### src/rtl/exception_controller_if.sv
// Handshake bundle between the exception detector, the controller and the
// flush / PC-select consumers.
interface exception_controller_if #(
    parameter int PC_WIDTH    = 6,
    parameter int COUNT_WIDTH = 4
);
    logic [2:0]             exc_cause;
    logic [PC_WIDTH-1:0]    exc_pc;
    logic                   exc_en;
    logic                   eret;
    logic                   flush_if;
    logic                   flush_id;
    logic                   flush_ex;
    logic                   pc_sel;
    logic [PC_WIDTH-1:0]    pc_target;
    logic [PC_WIDTH-1:0]    epc;
    logic [2:0]             cause_reg;
    logic                   in_handler;
    logic                   exc_clear;
    logic [COUNT_WIDTH-1:0] exc_count;
    logic                   overrun;

    modport master (
        output exc_cause, exc_pc, exc_en, eret,
        input  flush_if, flush_id, flush_ex, pc_sel, pc_target,
        input  epc, cause_reg, in_handler, exc_clear, exc_count, overrun
    );

    modport slave (
        input  exc_cause, exc_pc, exc_en, eret,
        output flush_if, flush_id, flush_ex, pc_sel, pc_target,
        output epc, cause_reg, in_handler, exc_clear, exc_count, overrun
    );
endinterface

### src/rtl/exception_controller.sv
// Exception sequencer: edge-detects a detector cause, flushes, redirects to
// the handler vector and returns past the faulting PC on eret.
module exception_controller #(
    parameter int                  PC_WIDTH     = 6,
    parameter logic [PC_WIDTH-1:0] HANDLER_VEC  = 6'd60,
    parameter int                  FLUSH_CYCLES = 2,
    parameter int                  RET_OFFSET   = 1,
    parameter int                  COUNT_WIDTH  = 4
) (
    input logic                   clk,
    input logic                   rst,
    exception_controller_if.slave exc_if
);
    typedef enum logic [2:0] {
        S_IDLE,
        S_FLUSH,
        S_REDIRECT,
        S_HANDLER,
        S_RETURN
    } state_t;

    state_t                 r_state;
    state_t                 w_state_nxt;
    logic [2:0]             r_cnt;
    logic [2:0]             w_cnt_nxt;
    logic [2:0]             r_prev_cause;
    logic                   w_event;
    logic                   w_take;

    logic                   r_flush_if, w_flush_if;
    logic                   r_flush_id, w_flush_id;
    logic                   r_flush_ex, w_flush_ex;
    logic                   r_pc_sel, w_pc_sel;
    logic [PC_WIDTH-1:0]    r_pc_target, w_pc_target;
    logic [PC_WIDTH-1:0]    r_epc, w_epc;
    logic [2:0]             r_cause, w_cause;
    logic                   r_in_handler, w_in_handler;
    logic                   r_exc_clear, w_exc_clear;
    logic [COUNT_WIDTH-1:0] r_count, w_count;
    logic                   r_overrun, w_overrun;

    always_comb begin
        w_event     = (exc_if.exc_cause != 3'd0) && (r_prev_cause == 3'd0);
        w_take      = 1'b0;
        w_state_nxt = r_state;
        w_cnt_nxt   = r_cnt;
        unique case (r_state)
            S_IDLE: begin
                if (w_event && exc_if.exc_en) begin
                    w_take      = 1'b1;
                    w_state_nxt = S_FLUSH;
                    w_cnt_nxt   = 3'(FLUSH_CYCLES);
                end
            end
            S_FLUSH: begin
                if (r_cnt <= 3'd1) begin
                    w_state_nxt = S_REDIRECT;
                    w_cnt_nxt   = 3'd0;
                end else begin
                    w_cnt_nxt = r_cnt - 3'd1;
                end
            end
            S_REDIRECT: w_state_nxt = S_HANDLER;
            S_HANDLER: begin
                if (exc_if.eret) w_state_nxt = S_RETURN;
            end
            S_RETURN: w_state_nxt = S_IDLE;
            default:  w_state_nxt = S_IDLE;
        endcase

        w_epc     = w_take ? exc_if.exc_pc : r_epc;
        w_cause   = w_take ? exc_if.exc_cause : r_cause;
        w_count   = r_count;
        if (w_take && (r_count != '1)) w_count = r_count + 1'b1;
        // Any edge outside IDLE is lost, including during RETURN
        w_overrun = r_overrun | (w_event && (r_state != S_IDLE));

        // Outputs are registered off the next state
        w_flush_if   = 1'b0;
        w_flush_id   = 1'b0;
        w_flush_ex   = 1'b0;
        w_pc_sel     = 1'b0;
        w_pc_target  = '0;
        w_in_handler = 1'b0;
        w_exc_clear  = 1'b0;
        unique case (w_state_nxt)
            S_FLUSH: begin
                w_flush_if = 1'b1;
                w_flush_id = 1'b1;
                w_flush_ex = 1'b1;
            end
            S_REDIRECT: begin
                w_pc_sel    = 1'b1;
                w_pc_target = HANDLER_VEC;
                w_flush_if  = 1'b1;
            end
            S_HANDLER: w_in_handler = 1'b1;
            S_RETURN: begin
                w_pc_sel    = 1'b1;
                w_pc_target = r_epc + PC_WIDTH'(RET_OFFSET);
                w_flush_if  = 1'b1;
                w_exc_clear = 1'b1;
            end
            default: ;
        endcase
    end

    always_ff @(posedge clk) begin
        if (rst) begin
            r_state      <= S_IDLE;
            r_cnt        <= 3'd0;
            r_prev_cause <= 3'd0;
            r_flush_if   <= 1'b0;
            r_flush_id   <= 1'b0;
            r_flush_ex   <= 1'b0;
            r_pc_sel     <= 1'b0;
            r_pc_target  <= '0;
            r_epc        <= '0;
            r_cause      <= 3'd0;
            r_in_handler <= 1'b0;
            r_exc_clear  <= 1'b0;
            r_count      <= '0;
            r_overrun    <= 1'b0;
        end else begin
            r_state      <= w_state_nxt;
            r_cnt        <= w_cnt_nxt;
            r_prev_cause <= exc_if.exc_cause;
            r_flush_if   <= w_flush_if;
            r_flush_id   <= w_flush_id;
            r_flush_ex   <= w_flush_ex;
            r_pc_sel     <= w_pc_sel;
            r_pc_target  <= w_pc_target;
            r_epc        <= w_epc;
            r_cause      <= w_cause;
            r_in_handler <= w_in_handler;
            r_exc_clear  <= w_exc_clear;
            r_count      <= w_count;
            r_overrun    <= w_overrun;
        end
    end

    assign exc_if.flush_if   = r_flush_if;
    assign exc_if.flush_id   = r_flush_id;
    assign exc_if.flush_ex   = r_flush_ex;
    assign exc_if.pc_sel     = r_pc_sel;
    assign exc_if.pc_target  = r_pc_target;
    assign exc_if.epc        = r_epc;
    assign exc_if.cause_reg  = r_cause;
    assign exc_if.in_handler = r_in_handler;
    assign exc_if.exc_clear  = r_exc_clear;
    assign exc_if.exc_count  = r_count;
    assign exc_if.overrun    = r_overrun;
endmodule

### src/flat_wrapper.sv
// flat-port wrapper written by rule: the top's interface ports become plain ports
module exception_controller_flat 
#(
    parameter int                  PC_WIDTH     = 6,
    parameter logic [PC_WIDTH-1:0] HANDLER_VEC  = 6'd60,
    parameter int                  FLUSH_CYCLES = 2,
    parameter int                  RET_OFFSET   = 1,
    parameter int                  COUNT_WIDTH  = 4
)
  (clk, rst, exc_if_exc_cause, exc_if_exc_pc, exc_if_exc_en, exc_if_eret, exc_if_flush_if, exc_if_flush_id, exc_if_flush_ex, exc_if_pc_sel, exc_if_pc_target, exc_if_epc, exc_if_cause_reg, exc_if_in_handler, exc_if_exc_clear, exc_if_exc_count, exc_if_overrun);
  exception_controller_if #(.PC_WIDTH(PC_WIDTH), .COUNT_WIDTH(COUNT_WIDTH)) exc_if_i ();
  input logic clk;
  input logic rst;
  input wire logic [$bits(exc_if_i.exc_cause)-1:0] exc_if_exc_cause;
  input wire logic [$bits(exc_if_i.exc_pc)-1:0] exc_if_exc_pc;
  input wire logic [$bits(exc_if_i.exc_en)-1:0] exc_if_exc_en;
  input wire logic [$bits(exc_if_i.eret)-1:0] exc_if_eret;
  output wire logic [$bits(exc_if_i.flush_if)-1:0] exc_if_flush_if;
  output wire logic [$bits(exc_if_i.flush_id)-1:0] exc_if_flush_id;
  output wire logic [$bits(exc_if_i.flush_ex)-1:0] exc_if_flush_ex;
  output wire logic [$bits(exc_if_i.pc_sel)-1:0] exc_if_pc_sel;
  output wire logic [$bits(exc_if_i.pc_target)-1:0] exc_if_pc_target;
  output wire logic [$bits(exc_if_i.epc)-1:0] exc_if_epc;
  output wire logic [$bits(exc_if_i.cause_reg)-1:0] exc_if_cause_reg;
  output wire logic [$bits(exc_if_i.in_handler)-1:0] exc_if_in_handler;
  output wire logic [$bits(exc_if_i.exc_clear)-1:0] exc_if_exc_clear;
  output wire logic [$bits(exc_if_i.exc_count)-1:0] exc_if_exc_count;
  output wire logic [$bits(exc_if_i.overrun)-1:0] exc_if_overrun;
  assign exc_if_i.exc_cause = exc_if_exc_cause;
  assign exc_if_i.exc_pc = exc_if_exc_pc;
  assign exc_if_i.exc_en = exc_if_exc_en;
  assign exc_if_i.eret = exc_if_eret;
  assign exc_if_flush_if = exc_if_i.flush_if;
  assign exc_if_flush_id = exc_if_i.flush_id;
  assign exc_if_flush_ex = exc_if_i.flush_ex;
  assign exc_if_pc_sel = exc_if_i.pc_sel;
  assign exc_if_pc_target = exc_if_i.pc_target;
  assign exc_if_epc = exc_if_i.epc;
  assign exc_if_cause_reg = exc_if_i.cause_reg;
  assign exc_if_in_handler = exc_if_i.in_handler;
  assign exc_if_exc_clear = exc_if_i.exc_clear;
  assign exc_if_exc_count = exc_if_i.exc_count;
  assign exc_if_overrun = exc_if_i.overrun;
  exception_controller #(.PC_WIDTH(PC_WIDTH), .HANDLER_VEC(HANDLER_VEC), .FLUSH_CYCLES(FLUSH_CYCLES), .RET_OFFSET(RET_OFFSET), .COUNT_WIDTH(COUNT_WIDTH)) u_core (.clk(clk), .rst(rst), .exc_if(exc_if_i));
endmodule
### config.mk
export PLATFORM = sky130hd
export DESIGN_NAME = exception_controller_flat
export DESIGN_NICKNAME = d
export VERILOG_FILES = /design/src/rtl/exception_controller_if.sv /design/src/rtl/exception_controller.sv /design/src/flat_wrapper.sv
export SDC_FILE = /design/constraint.sdc
export NUM_CORES = 1
export LEC_CHECK = 0
export ABC_AREA = 1
export CORE_ASPECT_RATIO = 0.5
export CORE_UTILIZATION = 50
export CTS_BUF_LIST = sky130_fd_sc_hd__clkbuf_8
export DETAILED_ROUTE_END_ITERATION = 8
export PLACE_DENSITY = 0.83
export SLEW_MARGIN = 0
export SYNTH_ARGS = -nofsm -noshare
export SYNTH_HDL_FRONTEND = slang
export SYNTH_SLANG_ARGS = --single-unit
### constraint.sdc
create_clock -name clk -period 2.23 [get_ports clk]
set_input_delay 0.446 -clock clk [delete_from_list [all_inputs] [get_ports clk]]
set_output_delay 0.446 -clock clk [all_outputs]
set_load 0.03 [all_outputs]
==> impl_metrics.json <==
{
  "outcome": "finished, violations left",
  "violations": "design-rule violations",
  "crit_required_ps": 1780,
  "reg2reg_depth": 6,
  "vias_per_cell": 4.97,
  "layout_common_cells": "clkdlybuf4s50_1 (38), dfxtp_1 (34), nor2_1 (31), inv_1 (24), nand2_1 (18)",
  "hold_viol": 0,
  "synth-warning-count": 0,
  "postCtsSetupRepairBufs": 0,
  "worst_pin_slew_ps": 370,
  "crit_type": "register to output pin",
  "place_congestion": 0.845,
  "ir_drop_v": 0.000674,
  "fillers": 193,
  "synth_top_area_cell": "dfxtp_1",
  "path_cells": "clkdlybuf4s50_1",
  "relSlewSlack_pct": 75.3,
  "rows": 13,
  "ios": 39,
  "vias": 1237,
  "worstHoldPathType": "register to register",
  "wl_um": 3000,
  "clk_pin_slew_ps": 70,
  "critPathMaxStageDelay_ps": 710,
  "crit_buf_inv": 1,
  "die_h_um": 39.1,
  "overflow": 0,
  "finClkSkew_ps": 8.34,
  "post-route-period-util_pct": 84.8,
  "drtPass1Iterations": 6,
  "max-cap-violations": 0,
  "power_density_mw_per_mm2": 822,
  "wire_per_inst_um": 12.0,
  "max_freq_mhz": 529,
  "synth_area_mm2": 0.00138,
  "path_depth": 1,
  "dp_hpwl_um": 2030,
  "synth_seq_area_share_pct": 49.5,
  "htreeDepth": 2,
  "start_util_pct": 52.9,
  "portBuffers": 38,
  "syn_inst": 171,
  "cts_resized": 0,
  "clockBufferDepth": 2,
  "endpoint_kind": "output pin",
  "antenna_found_initial": 0,
  "ys_top_cells_by_area": "dfxtp_1 (49%), nor2_1 (8.5%), inv_1 (6.5%)",
  "syn_avg_cell_area_um2": 8.05,
  "die-area_mm2": 0.00298,
  "p_leak_nw": 0.812,
  "grt_pass1_vias": 1120,
  "final.min_clock_period_ps": 1890,
  "grt_pass1_wl_um": 4870,
  "tns_ps": 0,
  "drc": 2,
  "cts_buffers": 5,
  "area_delta_synth_final_pct": 37.3,
  "whs_path_depth": 1,
  "path_delay_family": "buffers and inverters",
  "num_antenna_cells": 0,
  "insertion_delay_ps": 290,
  "intPower_w": 0.00112,
  "nets": 229,
  "multiInputGateArea_um2": 572,
  "drv_slew": 0,
  "postCtsHoldBufs": 0,
  "arrival_ps": 1440,
  "power_frac_comb_pct": 18.8,
  "ys_ff_latch": 34,
  "syn-num-nets": 188,
  "synth.top_cell.area_share_pct": 49.5,
  "switchingPower_w": 0.000429,
  "fin_hold_ws_ps": 479,
  "sw_frac_of_total_pct": 27.6,
  "rsz0062_at_grt": "no",
  "cts_root_buf": "clkbuf_8",
  "sequentialPowerShare_pct": 43.9,
  "drive_gt1_share_pct": 7.55,
  "ant_nets": 0,
  "drtIter0Drc": 120,
  "layout_commonest_cell": "clkdlybuf4s50_1",
  "critPathSlowestCell": "clkdlybuf4s50_1",
  "cp_max_fo": 6,
  "core_area_mm2": 0.00260,
  "critPathLaunchType": "register",
  "die_w_um": 76.2,
  "cts_tree": "built",
  "setup_viol": 0,
  "grt_max_degree": 15,
  "grtUsageTotal_pct": 22.7,
  "yosysUniqueCellTypes": 23,
  "regArea_um2": 681,
  "cts.sinks": 34,
  "clockPowerShare_pct": 37.3
}
==> power by group through the flow <==
stage	logic, W	registers (W)	clock network (W)
3_3_place_gp	0.000281	0.000694	0
5_1_grt	0.000319	0.000687	0.000606
3_5_place_dp	0.000287	0.000695	0
2_1_floorplan	0.000125	0.000749	0
6_report	0.000293	0.000682	0.000579
4_1_cts	0.000292	0.000682	0.000586
==> cell type report <==
type / count / share of cell area [%]
sequential: 34 / 36.0
multi-input combinational: 108 / 30.3
timing repair buffer: 39 / 20.5
inverter: 24 / 4.77
clock buffer: 6 / 4.37
tap: 37 / 2.45
clock inverter: 1 / 1.59
==> cells in the mapped netlist <==
library cell,number
a21oi_2,2
o21ai_0,11
nand2_2,2
nor2_1,31
clkbuf_1,2
nor2_4,2
nand3_1,15
nand3_2,2
xor2_1,5
ha_1,4
xnor2_1,1
inv_1,24
nand2_1,18
nand4_1,1
a21oi_1,9
a31oi_1,1
buf_4,2
o21bai_1,1
dfxtp_1,34
o21a_1,1
nor3_1,1
o21ai_1,1
buf_6,1
==> cells by family (layout without fill, tap and decap cells) <==
logic type      count (synthesis)  count (layout)  share of synthesized area (%)
flops                          34              34                           49.5
xor+xnor                        6               6                           3.82
simple gates                   72              72                           23.6
buf+inv                        29              70                           9.00
compound gates                 26              26                           10.5
fa+ha+maj                       4               4                           3.64
==> metrics by stage <==
stage	total power [W]	setup slack, ps	std cells	utilization, %	instance area, um^2
final	0.00155	340	249	72.6	1890
after global routing	0.00161	295	249	72.6	1890
after CTS	0.00156	327	249	72.6	1890
after detailed placement	0.000981	347	242	68.3	1780
after global placement	0.000975	467	242	68.3	1780
after floorplan	0.000874	845	171	-	1380
==> path summary, 6_finish.rpt <==
check	start	end	slack, ps
hold reg to reg	u_core.exc_if.overrun	u_core.exc_if.overrun	480
hold / removal	u_core.exc_if.overrun	u_core.exc_if.overrun	480
setup / recovery	u_core.exc_if.exc_count[2]	exc_if_exc_count[2]	340
setup reg to reg	u_core.r_cnt[0]	u_core.exc_if.pc_target[2]	770
==> per-layer routing <==
layer / vias up / GRT usage [%] / share of wire [%]
met5: - / 0 / 0
met3: 10 / 8.24 / 5.5
met1: 568 / 24.8 / 45
met4: 0 / 11.5 / 1.8
met2: 39 / 41.1 / 48
li1: 620 / - / -
(Power assumes the default switching activity.)
